File: src/rtl/iter_div_axis.sv
// Iterative radix-2 restoring 32-bit divider with stream-style operand and result channels.
// Optional macro DIV_EARLY_TERM_EN: one-cycle finish when divisor==0 or |dividend| < |divisor|.

module iter_div_axis #(
    parameter int SIGNED = 1
) (
    input  logic        clk,
    input  logic        reset,
    input  logic        s_axis_dividend_tvalid,
    output logic        s_axis_dividend_tready,
    input  logic [31:0] s_axis_dividend_tdata,
    input  logic        s_axis_divisor_tvalid,
    output logic        s_axis_divisor_tready,
    input  logic [31:0] s_axis_divisor_tdata,
    output logic        m_axis_dout_tvalid,
    output logic [63:0] m_axis_dout_tdata
);

    typedef enum logic [1:0] {
        IDLE = 2'd0,
        BUSY = 2'd1,
        DONE = 2'd2
    } state_t;

    state_t      state_q, state_d;
    logic [4:0]  count_q, count_d;
    logic [31:0] rem_q, rem_d;
    logic [31:0] quo_q, quo_d;
    logic [31:0] dvsr_q, dvsr_d;
    logic        quo_neg_q, quo_neg_d;
    logic        rem_neg_q, rem_neg_d;
    logic        dout_valid_q, dout_valid_d;
    logic [63:0] dout_data_q, dout_data_d;

    logic        accept;
    logic        early;
    logic        dnd_neg, dvs_neg;
    logic [31:0] dnd_mag, dvs_mag;
    logic [32:0] shifted;
    logic [31:0] trial;
    logic        ge;
    logic [31:0] quo_fix, rem_fix;

    // Operand magnitudes; -2^31 negates to itself, which is the correct unsigned magnitude.
    always_comb begin
        dnd_neg = (SIGNED != 0) && s_axis_dividend_tdata[31];
        dvs_neg = (SIGNED != 0) && s_axis_divisor_tdata[31];
        dnd_mag = dnd_neg ? (~s_axis_dividend_tdata + 32'd1) : s_axis_dividend_tdata;
        dvs_mag = dvs_neg ? (~s_axis_divisor_tdata + 32'd1) : s_axis_divisor_tdata;
    end

`ifdef DIV_EARLY_TERM_EN
    assign early = (dvs_mag == 32'd0) || (dnd_mag < dvs_mag);
`else
    assign early = 1'b0;
`endif

    assign accept = (state_q == IDLE) && s_axis_dividend_tvalid && s_axis_divisor_tvalid;

    // One restoring step: bring in the next dividend bit, subtract if it fits.
    always_comb begin
        shifted = {rem_q, quo_q[31]};
        ge      = (shifted >= {1'b0, dvsr_q});
        trial   = shifted[31:0] - dvsr_q;
        quo_fix = quo_neg_q ? (~quo_q + 32'd1) : quo_q;
        rem_fix = rem_neg_q ? (~rem_q + 32'd1) : rem_q;
    end

    always_comb begin
        state_d                = state_q;
        count_d                = count_q;
        rem_d                  = rem_q;
        quo_d                  = quo_q;
        dvsr_d                 = dvsr_q;
        quo_neg_d              = quo_neg_q;
        rem_neg_d              = rem_neg_q;
        dout_valid_d           = 1'b0;
        dout_data_d            = dout_data_q;
        s_axis_dividend_tready = 1'b0;
        s_axis_divisor_tready  = 1'b0;

        case (state_q)
            IDLE: begin
                s_axis_dividend_tready = 1'b1;
                s_axis_divisor_tready  = 1'b1;
                if (accept) begin
                    dvsr_d    = dvs_mag;
                    quo_neg_d = dnd_neg ^ dvs_neg;
                    rem_neg_d = dnd_neg;
                    count_d   = 5'd0;
                    if (early) begin
                        // Same values the full iteration would converge to.
                        quo_d   = (dvs_mag == 32'd0) ? 32'hFFFF_FFFF : 32'd0;
                        rem_d   = dnd_mag;
                        state_d = DONE;
                    end else begin
                        quo_d   = dnd_mag;
                        rem_d   = 32'd0;
                        state_d = BUSY;
                    end
                end
            end
            BUSY: begin
                rem_d   = ge ? trial : shifted[31:0];
                quo_d   = {quo_q[30:0], ge};
                count_d = count_q + 5'd1;
                if (count_q == 5'd31) begin
                    state_d = DONE;
                end
            end
            DONE: begin
                dout_valid_d = 1'b1;
                dout_data_d  = {quo_fix, rem_fix};
                state_d      = IDLE;
            end
            default: begin
                state_d = IDLE;
            end
        endcase
    end

    always_ff @(posedge clk or posedge reset) begin
        if (reset) begin
            state_q      <= IDLE;
            count_q      <= 5'd0;
            rem_q        <= 32'd0;
            quo_q        <= 32'd0;
            dvsr_q       <= 32'd0;
            quo_neg_q    <= 1'b0;
            rem_neg_q    <= 1'b0;
            dout_valid_q <= 1'b0;
            dout_data_q  <= 64'd0;
        end else begin
            state_q      <= state_d;
            count_q      <= count_d;
            rem_q        <= rem_d;
            quo_q        <= quo_d;
            dvsr_q       <= dvsr_d;
            quo_neg_q    <= quo_neg_d;
            rem_neg_q    <= rem_neg_d;
            dout_valid_q <= dout_valid_d;
            dout_data_q  <= dout_data_d;
        end
    end

    assign m_axis_dout_tvalid = dout_valid_q;
    assign m_axis_dout_tdata  = dout_data_q;

endmodule

File: config.mk
export PLATFORM = sky130hd
export DESIGN_NAME = iter_div_axis
export DESIGN_NICKNAME = d
export VERILOG_FILES = /design/src/rtl/iter_div_axis.sv
export SDC_FILE = /design/constraint.sdc
export NUM_CORES = 1
export LEC_CHECK = 0
export BUFFER_PORTS_ARGS = -buffer_cell sky130_fd_sc_hd__clkbuf_2
export CORE_MARGIN = 4
export CORE_UTILIZATION = 60
export DETAILED_ROUTE_END_ITERATION = 10
export GPL_TIMING_DRIVEN = 1
export PLACE_DENSITY = 0.82
export SLEW_MARGIN = 25
export SYNTH_ARGS = -nofsm -noshare
export SYNTH_HDL_FRONTEND = slang
export SYNTH_SLANG_ARGS = --single-unit
File: constraint.sdc
create_clock -name clk -period 12 [get_ports clk]
set_input_delay 1.2 -clock clk [delete_from_list [all_inputs] [get_ports clk]]
set_output_delay 1.2 -clock clk [all_outputs]
set_load 0.01 [all_outputs]
After elaboration in Yosys (flattened, before gate mapping)
Index checks and enable logic that the tools add are counted.
{ "word_totals": {"ff_bits": 170, "inputBits": 68, "output_inout_bits": 67, "word_cells": 49} }
{ "classes": {"add_sub_neg": 6, "order_cmp": 1, "n_eq_ne": 5, "mux": 16, "bitwise_logic": 5, "n_reduce_logical": 7} }
{ "op_table": {"columns": ["op", "count"], "rows": [
  ["32-bit two-way mux", 7],
  ["32-bit by 1-bit adder with 32-bit output (second input constant)", 4],
  ["32-bit inverter", 4],
  ["32-bit one-hot mux with 2 select lines", 2],
  ["33-bit by 32-bit greater-or-equal comparator with 1-bit output", 1],
  ["32-bit subtractor", 1],
  ["5-bit one-hot mux with 2 select lines", 1],
  ["2-bit AND reduction", 3],
  ["5-bit by 1-bit adder with 5-bit output (second input constant)", 1],
  ["5-bit equality test (second input constant)", 1],
  ["5-bit two-way mux", 1],
  ["2-bit two-way mux", 2],
  ["2-bit inequality test (second input constant)", 2],
  ["2-bit one-hot mux with 2 select lines", 1],
  ["2-bit by 1-bit equality test with 1-bit output (second input constant)", 1],
  ["2-bit equality test (second input constant)", 1],
  ["1-bit logical AND", 2],
  ["2-bit zero test", 1],
  ["1-bit two-way mux", 2],
  ["2-bit nonzero test", 1],
  ["1-bit bitwise XOR", 1]
]} }

Depth between registers and ports, before layout
{ "logic_depth": {"depth_word": 5, "ltp_mapped": 13, "depth_no_buf": 12} }

Worst setup path before layout
No wires, ideal clock.
{ "synth_timing": {"kind": "input -> register", "startpoint": "in s_axis_dividend_tdata[16]", "endpoint": "reg quo_q[29]", "setup_time_ns": 0.076, "arrival_ns": 3.378, "required_time_ns": 11.924, "setup_slack_ns": 8.546, "path_stages": 8, "n_path_buf": 0, "path_cell_list": "or4_1 or4_1 or2_1 or3_1 o31ai_1 xnor2_1 nand3_1 o21ai_1"} }
{ "synth_via": {"elab_chain_cells": 5} }
{ "synth_lines": {"columns": ["item", "line_no", "rtl"], "rows": [
  ["start, declared", "11", "input logic [31:0] s_axis_dividend_tdata,"],
  ["32-bit inverter", "48", "dnd_mag = dnd_neg ? (~s_axis_dividend_tdata + 32'd1) : s_axis_dividend_tdata;"],
  ["32-bit by 1-bit adder with 32-bit output", "48", null],
  ["32-bit two-way mux", "48", null],
  ["32-bit two-way mux", "86", "if (accept) begin"],
  ["32-bit one-hot mux with 2 select lines", "82", "case (state_q)"],
  ["end signal, assigned", "137", "quo_q <= quo_d;"],
  ["end, declared", "28", "logic [31:0] quo_q, quo_d;"]
]} }
No other way between the ends. The select of a mux whose other input is x is not followed.
A chain may end at the register's enable or synchronous reset.

Final worst setup path
{ "layout_timing": {"startpoint": "in s_axis_dividend_tdata[4]", "endpoint": "reg quo_q[28]"} }
Same word-level chain as after synthesis.

==> qor.json <==
{
  "run_status": {
    "run_status": "completed"
  },
  "grt": {
    "gr-usage-met1_pct": 41.6,
    "global_route.overflow_total": 0,
    "antenna_violations_before_repair": 0,
    "use_met3_pct": 4.16,
    "grtUsageTotal_pct": 27.5,
    "grt_pass1_vias": 9198,
    "grt-busiest-layer": "met1",
    "grt_max_degree": 120,
    "wire_length_of_the_first_global_routing_pass_um": 46300,
    "met2_capacity_usage_during_global_routing_pct": 41.1
  },
  "clocking": {
    "cts_tree": "built",
    "root_buffer": "sky130_fd_sc_hd__clkbuf_16",
    "ctsLongestPathBuffers": 2,
    "cts-resized-gates": 0,
    "ctsHtreeMaxLevel": 4,
    "clkTransAtPathRegs_ps": 70,
    "number_of_buffers_created_by_cts": 17,
    "clkLatencyLatePin_ps": 430,
    "cts_num_sinks": 170,
    "hold_buffers": 0,
    "post_cts.repair.setup_buffers": 0
  },
  "setup_path": {
    "launch_point_of_the_worst_path": "s_axis_dividend_tdata[4]",
    "startpoint_class_of_the_critical_path": "primary input",
    "endpoint_kind": "flip-flop",
    "path_max_fanout": 7,
    "path_class": "in2reg",
    "endpoint_arrival_time_on_the_critical_path_ps": 3980,
    "critPathRequiredTime_ps": 12280,
    "crit-reg2reg-launch": "rem_q[15]$_DFFE_PP0P_"
  },
  "floorplanning": {
    "core_region_area_sq_um": 18100,
    "die_height_um": 144,
    "die-area_sq_um": 20700,
    "core.rowCount": 49,
    "initial_utilization_pct": 61.3,
    "floorplan.die.width_um": 144,
    "pin_count": 135
  },
  "yosys": {
    "synth_common_cells": "170 x sky130_fd_sc_hd__dfrtp_1, 167 x sky130_fd_sc_hd__nand2_1, 144 x sky130_fd_sc_hd__o21ai_0, 112 x sky130_fd_sc_hd__xor2_1, 109 x sky130_fd_sc_hd__nand3_1",
    "ys_types": 65,
    "postSynthRegisterBits": 170,
    "post_synth_instance_area_sq_um": 11100,
    "synth-seq-area-share_pct": 38.4,
    "synth_top_area_cell": "sky130_fd_sc_hd__dfrtp_1",
    "synth_largest_type_area_fraction_pct": 38.4,
    "syn_nets": 1407,
    "synthCells": 1300,
    "synth_edf_count": 0,
    "synthFlopType": "sky130_fd_sc_hd__dfrtp_1",
    "synth_top_cells_by_area": "sky130_fd_sc_hd__dfrtp_1 38%, sky130_fd_sc_hd__xor2_1 8.9%, sky130_fd_sc_hd__o21ai_0 6.5%",
    "ys.warnings.count": 0,
    "most_numerous_cell_in_the_yosys_netlist": "sky130_fd_sc_hd__dfrtp_1",
    "synthesis.area_per_instance_sq_um": 8.52,
    "synth_async_sr_flop_share_pct": 100
  },
  "timing": {
    "setup_repair_after_global_routing_missed_its_margin": "false",
    "timing_worst_slew_pin_value_ps": 963,
    "setup_viol": 0,
    "final_max_slew_viol_count": 0,
    "min_period_over_period_pct": 30.8,
    "shortest_period_the_worst_path_allows_ps": 3700,
    "max_freq_mhz": 270,
    "timing.setup.tns_ps": 0,
    "finalClockSkew_ps": 8.33,
    "final_hold_viol_count": 0,
    "relative_slew_slack_pct": 35.8
  },
  "place": {
    "port_buffers": 134,
    "dp_wirelength_um": 20300,
    "place.gp.congestion": 0.946
  },
  "pwr": {
    "vdd_ir_drop_max_mv": 0.187,
    "static-leakage-power_nw": 5.65,
    "p_per_area_nw_per_um2": 302,
    "p_total_mw": 3.75
  },
  "cells_and_area": {
    "antenna_cells_inserted": 0,
    "regArea_sq_um": 4250,
    "syn_to_final_growth_pct": 12.2,
    "drive_above_1_share_pct": 13.8,
    "layout.nets": 1489,
    "multiInputGateArea_sq_um": 6370,
    "fillCellCount": 1499
  },
  "route": {
    "first_iter_violations": 824,
    "detail_route.wl_per_cell_um": 17.3,
    "final_antenna_net_count": 0,
    "dr_total_vias": 9996,
    "drt_pass1_iterations": 6,
    "post-route-drc-count": 0,
    "route.detailed.vias_per_inst": 6.16,
    "route.final.wire_length_um": 28100
  },
  "hold_path": {
    "min-delay-path-class": "reg2reg",
    "hold_path.startpoint": "dvsr_q[14]$_DFFE_PP0P_"
  },
  "job": {
    "max_cap_viol_count": 0
  }
}
## layer usage
metal	vias up	part of all wire (%)
li1	4855	-
met1	4677	47
met2	416	44
met3	48	7.4
met4	0	2.0
met5	-	0
## final cells by class
type                       instances  area share [%]
multi-input combinational       1000            51.2
sequential                       170            34.2
timing repair buffer             143            6.13
clock buffer                      21            3.63
tap                              229            2.31
inverter                          50            1.55
clock inverter                     9           0.916
## critical path: stages
cell,delay [ps]
sky130_fd_sc_hd__clkbuf_2,100
sky130_fd_sc_hd__or4_1,570
sky130_fd_sc_hd__nor3_1,590
sky130_fd_sc_hd__nand3_1,400
sky130_fd_sc_hd__o41ai_1,660
sky130_fd_sc_hd__nand2_1,170
sky130_fd_sc_hd__xnor2_1,190
sky130_fd_sc_hd__o21ai_0,90
## power breakdown
part | switching, mW | total [mW] | internal, mW
combinational | 1.26 | 2.15 | 0.888
sequential | 0.274 | 1.06 | 0.785
clock | 0.226 | 0.538 | 0.311
## metrics by stage
step	setup slack [ps]	cells	hold WS, ps	utilization [%]	cell area, sq um
after global placement	8110	1591	462	65.4	11800
after CTS	8400	1622	484	68.7	12400
after floorplan	6200	1300	449	-	11100
final	8300	1622	477	68.7	12400
after detailed placement	8030	1592	470	65.6	11900
after global routing	8130	1622	499	68.7	12400
## logic make-up (layout without fill, tap and decap cells)
logic type | after synthesis | count (layout) | synth area share, %
multiplexers | 5 | 5 | 0.452
XOR/XNOR | 146 | 146 | 11.5
buffers and inverters | 130 | 223 | 4.44
adder cells (fa/ha/maj) | 39 | 39 | 4.47
AO/OA/AOI/OAI | 379 | 379 | 21.2
AND/OR/NAND/NOR | 431 | 431 | 19.5
flip-flops | 170 | 170 | 38.4
## sequential cells by signal, indices dropped and copies added (netlist names)
register            cells
m_axis_dout_tvalid      1
quo_q                  32
quo_neg_q               1
m_axis_dout_tdata      64
state_q                 2
rem_q                  32
dvsr_q                 32
count_q                 5
rem_neg_q               1
## layout by cell type (no fill, tap or decap), types with 18 or more instances in the layout
master / instances
sky130_fd_sc_hd__clkbuf_2: 134
sky130_fd_sc_hd__nand3_1: 108
sky130_fd_sc_hd__nand2_1: 167
sky130_fd_sc_hd__a21o_1: 18
sky130_fd_sc_hd__a22oi_1: 28
sky130_fd_sc_hd__nor2_1: 25
sky130_fd_sc_hd__o21ai_1: 46
sky130_fd_sc_hd__a21oi_1: 38
sky130_fd_sc_hd__xnor2_1: 34
sky130_fd_sc_hd__o21ai_0: 144
sky130_fd_sc_hd__o31ai_1: 34
sky130_fd_sc_hd__inv_1: 49
sky130_fd_sc_hd__dfrtp_1: 170
sky130_fd_sc_hd__or3_1: 22
sky130_fd_sc_hd__ha_1: 38
sky130_fd_sc_hd__xor2_1: 112
## worst paths after layout
path,endpoint,depth (start not counted),slack (ps)
max,quo_q[28]$_DFFE_PP0P_,8,8300
min,dvsr_q[14]$_DFFE_PP0P_,2,480
max reg2reg,rem_q[29]$_DFFE_PP0P_,10,8480
min reg2reg,dvsr_q[14]$_DFFE_PP0P_,2,480
max in group asynchronous,m_axis_dout_tdata[18]$_DFFE_PP0P_,3,10040
min in group asynchronous,quo_q[11]$_DFFE_PP0P_,2,800
Note: power is estimated with default switching activity, not from simulation.
